--- src/rtl/fire_input_conditioner_if.sv ---
// Board-side bus of the fire input conditioner: raw inputs in, registered selection and fire out.
// The shots counter signal exists only when SHOT_COUNT_EN is defined.
interface fire_input_conditioner_if;
    localparam int unsigned SW_W   = 4;
    localparam int unsigned SHOT_W = 8;

    logic            fire_btn;
    logic [SW_W-1:0] sw_raw;
    logic            nrow_raw;
    logic [SW_W-1:0] row;
    logic [SW_W-1:0] col;
    logic            error;
    logic            fire;
`ifdef SHOT_COUNT_EN
    logic [SHOT_W-1:0] shots;

    modport master (
        output fire_btn, sw_raw, nrow_raw,
        input  row, col, error, fire, shots
    );
    modport slave (
        input  fire_btn, sw_raw, nrow_raw,
        output row, col, error, fire, shots
    );
`else
    modport master (
        output fire_btn, sw_raw, nrow_raw,
        input  row, col, error, fire
    );
    modport slave (
        input  fire_btn, sw_raw, nrow_raw,
        output row, col, error, fire
    );
`endif
endinterface

--- src/rtl/fire_input_conditioner.sv ---
// Synchronises and debounces the fire button, select switches and mode switch, then drives the
// one-hot row/col enables, error flag and a one-cycle fire pulse. Optional: SHOT_COUNT_EN.
module fire_input_conditioner #(
    parameter int unsigned DB_CYCLES = 1_000_000,
    parameter int unsigned CNT_W     = 20
) (
    input  logic                      clk,
    input  logic                      reset,
    fire_input_conditioner_if.slave   bus
);
    localparam int unsigned SW_W     = 4;
    localparam int unsigned N_IN     = SW_W + 2;
    localparam int unsigned FIRE_IDX = SW_W;
    localparam int unsigned NROW_IDX = SW_W + 1;
    localparam int unsigned ONES_W   = 3;
    localparam logic [CNT_W-1:0] CNT_LAST = CNT_W'(DB_CYCLES - 1);

    typedef enum logic [1:0] {
        IDLE = 2'd0,
        FIRE = 2'd1,
        HOLD = 2'd2
    } state_t;

    logic [N_IN-1:0]   raw_c;
    logic [N_IN-1:0]   meta;
    logic [N_IN-1:0]   sync;
    logic [N_IN-1:0]   stable;
    logic [SW_W-1:0]   sw_db;
    logic              fire_db;
    logic              nrow_db;
    logic [ONES_W-1:0] ones;
    logic              valid_c;
    logic              err_c;
    state_t            state;
    state_t            state_next;
    logic [SW_W-1:0]   row_q;
    logic [SW_W-1:0]   col_q;
    logic              error_q;
    logic              fire_q;

    assign raw_c = {bus.nrow_raw, bus.fire_btn, bus.sw_raw};

    // Two-flop synchroniser for every asynchronous board input
    always_ff @(posedge clk or posedge reset) begin
        if (reset) begin
            meta <= '0;
            sync <= '0;
        end else begin
            meta <= raw_c;
            sync <= meta;
        end
    end

    // Per-input debouncer: a level is committed only after DB_CYCLES consecutive differing samples
    for (genvar i = 0; i < N_IN; i++) begin : g_db
        logic [CNT_W-1:0] cnt;
        logic             level;

        always_ff @(posedge clk or posedge reset) begin
            if (reset) begin
                cnt   <= '0;
                level <= 1'b0;
            end else if (sync[i] == level) begin
                cnt <= '0;
            end else if (cnt == CNT_LAST) begin
                level <= sync[i];
                cnt   <= '0;
            end else begin
                cnt <= cnt + CNT_W'(1);
            end
        end

        assign stable[i] = level;
    end

    assign sw_db   = stable[SW_W-1:0];
    assign fire_db = stable[FIRE_IDX];
    assign nrow_db = stable[NROW_IDX];

    // Selection decode: exactly one switch up is a legal target
    always_comb begin
        ones = '0;
        for (int i = 0; i < SW_W; i++) begin
            ones = ones + ONES_W'(sw_db[i]);
        end
    end

    assign valid_c = (ones == ONES_W'(1));
    assign err_c   = (ones > ONES_W'(1));

    always_ff @(posedge clk or posedge reset) begin
        if (reset) begin
            state <= IDLE;
        end else begin
            state <= state_next;
        end
    end

    // Press tracking: one pulse per press, and a rejected press must be released before retrying
    always_comb begin
        state_next = state;
        unique case (state)
            IDLE: begin
                if (fire_db && valid_c) begin
                    state_next = FIRE;
                end else if (fire_db) begin
                    state_next = HOLD;
                end
            end
            FIRE: state_next = HOLD;
            HOLD: begin
                if (!fire_db) begin
                    state_next = IDLE;
                end
            end
            default: state_next = IDLE;
        endcase
    end

    // Fire and row/col load on the same edge from the same decode, so a pulse never sees a stale target
    always_ff @(posedge clk or posedge reset) begin
        if (reset) begin
            row_q   <= '0;
            col_q   <= '0;
            error_q <= 1'b0;
            fire_q  <= 1'b0;
        end else begin
            error_q <= err_c;
            fire_q  <= (state_next == FIRE);
            if (err_c) begin
                row_q <= '0;
                col_q <= '0;
            end else if (!nrow_db) begin
                row_q <= sw_db;
                col_q <= '0;
            end else begin
                row_q <= '0;
                col_q <= sw_db;
            end
        end
    end

    assign bus.row   = row_q;
    assign bus.col   = col_q;
    assign bus.error = error_q;
    assign bus.fire  = fire_q;

`ifdef SHOT_COUNT_EN
    localparam int unsigned SHOT_W = 8;

    logic [SHOT_W-1:0] shots_q;

    // Saturating count of emitted fire pulses
    always_ff @(posedge clk or posedge reset) begin
        if (reset) begin
            shots_q <= '0;
        end else if (fire_q && (shots_q != '1)) begin
            shots_q <= shots_q + SHOT_W'(1);
        end
    end

    assign bus.shots = shots_q;
`endif

endmodule

--- src/flat_wrapper.sv ---
// flat-port wrapper written by rule: the top's interface ports become plain ports
module fire_input_conditioner_flat 
#(
    parameter int unsigned DB_CYCLES = 1_000_000,
    parameter int unsigned CNT_W     = 20
)
  (clk, reset, bus_fire_btn, bus_sw_raw, bus_nrow_raw, bus_row, bus_col, bus_error, bus_fire);
  fire_input_conditioner_if bus_i ();
  input  logic clk;
  input  logic reset;
  input wire logic [$bits(bus_i.fire_btn)-1:0] bus_fire_btn;
  input wire logic [$bits(bus_i.sw_raw)-1:0] bus_sw_raw;
  input wire logic [$bits(bus_i.nrow_raw)-1:0] bus_nrow_raw;
  output wire logic [$bits(bus_i.row)-1:0] bus_row;
  output wire logic [$bits(bus_i.col)-1:0] bus_col;
  output wire logic [$bits(bus_i.error)-1:0] bus_error;
  output wire logic [$bits(bus_i.fire)-1:0] bus_fire;
  assign bus_i.fire_btn = bus_fire_btn;
  assign bus_i.sw_raw = bus_sw_raw;
  assign bus_i.nrow_raw = bus_nrow_raw;
  assign bus_row = bus_i.row;
  assign bus_col = bus_i.col;
  assign bus_error = bus_i.error;
  assign bus_fire = bus_i.fire;
  fire_input_conditioner #(.DB_CYCLES(DB_CYCLES), .CNT_W(CNT_W)) u_core (.clk(clk), .reset(reset), .bus(bus_i));
endmodule
--- config.mk ---
export PLATFORM = sky130hd
export DESIGN_NAME = fire_input_conditioner_flat
export DESIGN_NICKNAME = d
export VERILOG_FILES = /design/src/rtl/fire_input_conditioner_if.sv /design/src/rtl/fire_input_conditioner.sv /design/src/flat_wrapper.sv
export SDC_FILE = /design/constraint.sdc
export NUM_CORES = 1
export LEC_CHECK = 0
export ABC_AREA = 1
export BUFFER_PORTS_ARGS = -buffer_cell sky130_fd_sc_hd__buf_2
export CELL_PAD_IN_SITES_DETAIL_PLACEMENT = 0
export CELL_PAD_IN_SITES_GLOBAL_PLACEMENT = 1
export CORE_AREA = 3 3 154 156
export DETAILED_ROUTE_END_ITERATION = 16
export DIE_AREA = 0 0 157 159
export HOLD_SLACK_MARGIN = 0.12
export PLACE_DENSITY = 0.74
export SYNTH_ARGS = -nofsm -noshare
export SYNTH_HDL_FRONTEND = slang
export SYNTH_SLANG_ARGS = --single-unit
--- constraint.sdc ---
create_clock -name clk -period 4.2 [get_ports clk]
set_input_delay 0.21 -clock clk [delete_from_list [all_inputs] [get_ports clk]]
set_output_delay 0.21 -clock clk [all_outputs]
set_load 0.01 [all_outputs]
# Word-level counts from Yosys, hierarchy flattened
# Index checks and enable logic that the tools add are counted.
[word_totals]
register_bits = 150
[classes]
add_sub_neg = 9
n_lt_le_gt_ge = 1
n_eq_ne = 16
mux = 20
n_bitwise = 6
n_reduce_logical = 8
[op_table]
columns = ["operator", "n"]
rows = [
  ["20-bit 2-to-1 mux", 12],
  ["20-bit by 1-bit adder with 20-bit output, second input constant", 6],
  ["20-bit == test, second input constant", 6],
  ["4-bit 2-to-1 mux", 4],
  ["2-bit AND reduction", 6],
  ["3-bit by 1-bit adder with 3-bit output", 2],
  ["1-bit == test", 6],
  ["2-bit 2-to-1 mux", 3],
  ["1-bit NOT", 6],
  ["2-bit one-hot mux with 3 select lines", 1],
  ["2-bit by 1-bit == test with 1-bit output, second input constant", 2],
  ["3-bit by 1-bit == test with 1-bit output, second input constant", 1],
  ["3-bit by 1-bit > comparator with 1-bit output, second input constant", 1],
  ["1-bit by 1-bit adder with 2-bit output", 1],
  ["2-bit == test, second input constant", 1],
  ["2-bit logical NOT", 1],
  ["1-bit logical AND", 1],
]

# Longest topological paths before layout
[depth]
depth_word = 8
depth_mapped = 9
ltp_nobuf = 9

# Worst setup path after synthesis
# Ideal clock, no wire load.
[synth_path]
kind = "reg-to-reg"
start = "reg u_core.g_db[1].level"
end = "reg u_core.state[1]"
setup_ns = 0.126
arrival_ns = 1.638
required_time_ns = 4.074
path_slack_ns = 2.436
stages_incl_launch_ff = 9
path_buffers = 0
path_cell_list = "dfrtp_1 -> ha_1 -> inv_1 -> fa_1 -> ha_1 -> nor2_1 -> nand2_1 -> nand3_1 -> o21ai_0"
[synth_via]
elab_chain_cells = 7
[synth_lines]
columns = ["item", "line", "source"]
rows = [
  ["from (decl)", "fire_input_conditioner.sv:57", "logic level;"],
  ["from (signal assigned)", "fire_input_conditioner.sv:66", "level <= sync[i];"],
  ["1-bit by 1-bit adder with 2-bit output", "fire_input_conditioner.sv:84", "ones = ones + ONES_W'(sw_db[i]);"],
  ["3-bit by 1-bit adder with 3-bit output (2 in series)", "fire_input_conditioner.sv:84", ""],
  ["3-bit by 1-bit == test with 1-bit output", "fire_input_conditioner.sv:88", "assign valid_c = (ones == ONES_W'(1));"],
  ["1-bit logical AND", "fire_input_conditioner.sv:104", "if (fire_db && valid_c) begin"],
  ["2-bit 2-to-1 mux", "fire_input_conditioner.sv:104", ""],
  ["2-bit one-hot mux with 3 select lines", "fire_input_conditioner.sv:102", "unique case (state)"],
  ["named net u_core.state_next[1]", "fire_input_conditioner.sv:35", "state_t state_next;"],
  ["to (signal assigned)", "fire_input_conditioner.sv:95", "state <= state_next;"],
  ["to (decl)", "fire_input_conditioner.sv:34", "state_t state;"],
]
# The timed path passes the listed nets, and every way through them passes these cells.
# A chain may end at the register's enable or synchronous reset.

# Worst setup path after layout
# Ends and elaborated chain as after synthesis.

==> out/metrics.cfg <==
[place]
io_buffers=17
gp_congestion=0.850
dpl_cell_area_sq_um=8300
hpwl_mm=11.6

[finish]
design_area_sq_um=8980
multiInputGateArea_sq_um=3680
drive_gt1_share_pct=12.8
final_nets=1029
diodes=0
fillers=2305
ff_latch_area_sq_um=3750
syn2layout_area_growth_pct=14.7

[routing]
dr.max_layer_used=met4
ant_nets=0
wl_met2_mm=7.35
route.layer.met1.wl_mm=8.31
drc_errors=0
vias_per_cell=4.61
post_drt_wl_per_cell_um=12.5
dr_total_vias=6032
wl_met3_um=426
drt-pass1-iter-count=5
first_iter_violations=409
wirelength_mm=16.4

[clock_network]
clk_path_buf_depth=2
cts_tree=yes
cts_made_buffers=17
cts_setup_buffers=0
cts_root_buffer=clkbuf_16
ctsHtreeMaxLevel=4
clk_pin_slew_ps=60
clk_latency_ps=430
clock_sinks=150

[synthesis]
ys.flop_type=dfrtp_1
yosys.area.top_type_share_pct=47.9
synth_cells=967
synth_area_sq_um=7830
synthDistinctLibCells=31
yosysMostFrequentCell=nor2_1
synth_nets=985
synth_area_leaders=dfrtp_1 48%, nor2_1 12%, nand2_1 7.9%
synth_edf_count=0
synthArstFlopShare_pct=100
synth_area_per_cell_sq_um=8.10
ys_warn_count=0
yosysTopAreaCell=dfrtp_1
synth_commonest_cells=250 x nor2_1, 164 x nand2_1, 150 x dfrtp_1
synth.yosys.seq_area_share_pct=47.9
synth-seq-cells=150

[critical_path]
end_kind=flop
critPathRequiredTime_ps=4510
cp-start-kind=flop
ff2ff_path_depth=8
crit_type=flop to flop
arrival_ps=2180
worstPathMaxFanout=3

[sta]
tns_ps=0
worst_slew_pin_slew_ps=845
rsz0062_at_grt=no
holdWs_ps=349
finalCriticalPeriod_ps=1870
slew_headroom_pct=43.7
skew_ps=12.4
finalCritPeriodShare_pct=44.5
hold_viol=0
setup_violations=0
fmax_mhz=535
final_max_slew_viol_count=0

[worst_hold_path]
min_path_type=flop to flop
hold_depth=0

[floorplan]
rows=55
dieArea_sq_um=25000
io_pins=18
die_w_um=157
die_y_um=159
coreArea_sq_um=22500
start_util_pct=34.8

[power_and_ir_drop]
ir_drop_mv=0.258
p_leak_uw=0.00377
power_density_nw_per_um2=353

[global_routing]
grt_overflow=0
grt_pass1_vias=6006
grt_max_degree=151
antenna_found_initial=0
grtUsageTotal_pct=14.2
grt_first_pass_wirelength_mm=29.1

[status]
outcome=finished clean

[job]
maxCapViolCount=0

## worst max-delay path: stages, from the launching register on
cell	delay (ps)
dfrtp_1	420
ha_1	290
inv_1	50
fa_1	400
ha_1	280
nor2_1	80
nand2_1	90
nand3_1	70
o21ai_0	80
## through the flow
stage	power (uW)	std cells	setup slack (ps)	utilization (%)
5_1_grt	3290	1309	2180	39.9
6_report	3170	1309	2330	39.9
3_5_place_dp	1600	1270	2330	36.9
4_1_cts	3220	1309	2330	39.9
3_3_place_gp	1600	1270	2370	36.9
2_1_floorplan	1570	967	2100	-
## layer usage
layer | global-route usage, % | vias up
met5 | 0 | -
met4 | 4.70 | 0
met3 | 3.13 | 24
met2 | 21.2 | 65
met1 | 20.3 | 2815
li1 | - | 3128
## timing repair
item	4_1_cts	5_1_grt
endpoints found under the hold margin	156	0
hold buffers	7	0
endpoints found under the setup margin	0	0
resized for setup	0	0
## registers in the layout, summed over array words and instances, names as in the netlist, 2 cells and up
name and flops:
u_core.sync 6, u_core.bus.col 4, u_core.state 2, u_core.g_db.cnt 120, u_core.bus.row 4, u_core.g_db.level 5
u_core.meta 6
## path summary, 6_finish.rpt
path                                      start  slack (ps)               endpoint
setup / recovery           u_core.g_db[1].level        2330        u_core.state[1]
hold / removal                   u_core.meta[1]         350         u_core.sync[1]
setup reg to reg           u_core.g_db[1].level        2330        u_core.state[1]
hold reg to reg                  u_core.meta[1]         350         u_core.sync[1]
max in group asynchronous                 reset        3010   u_core.g_db[2].level
min in group asynchronous                 reset         520  u_core.g_db[5].cnt[1]
## power by group
part | internal, uW | total, uW | leakage (uW) | switching, uW
Combinational | 28.6 | 96.0 | 0.00144 | 67.4
Sequential | 1460 | 1480 | 0.00205 | 15.5
Clock | 955 | 1590 | 0.000286 | 636
Total | 2450 | 3170 | 0.00377 | 719
## cell families (layout without fill, tap and decap cells)
| logic type | after synthesis | count (layout) | share of synthesized area [%] |
|---|---|---|---|
| AND/OR/NAND/NOR | 613 | 613 | 35.9 |
| flip-flops | 150 | 150 | 47.9 |
| buffers and inverters | 104 | 161 | 5.02 |
| XOR/XNOR | 62 | 62 | 7.51 |
| AO/OA/AOI/OAI | 28 | 28 | 1.92 |
| adder cells (fa/ha/maj) | 10 | 10 | 1.69 |
## cells in the final DEF (no fill, tap or decap), types with 4 or more instances in the layout
| cell type | n |
|---|---|
| buf_2 | 17 |
| clkinvlp_4 | 6 |
| inv_2 | 7 |
| nand3_2 | 11 |
| nand2_2 | 18 |
| nand2_1 | 164 |
| nor3_1 | 24 |
| o21ai_1 | 4 |
| nor2_4 | 14 |
| a21oi_1 | 17 |
| dlygate4sd3_1 | 7 |
| o21bai_1 | 4 |
| nand3_1 | 90 |
| dfrtp_1 | 150 |
| inv_1 | 94 |
| xor2_2 | 4 |
| nand4_1 | 16 |
| nor2_2 | 16 |
| ha_1 | 9 |
| inv_6 | 4 |
| nor2_1 | 250 |
| clkbuf_16 | 17 |
| xnor2_1 | 19 |
| xor2_1 | 37 |
## cell type report
type	instances	area share [%]
timing repair buffer	25	1.95
clock inverter	14	1.92
inverter	104	4.42
clock buffer	18	4.89
tap	285	3.97
sequential	150	41.8
multi-input combinational	713	41.0
Power figures use the tool's default switching activity.
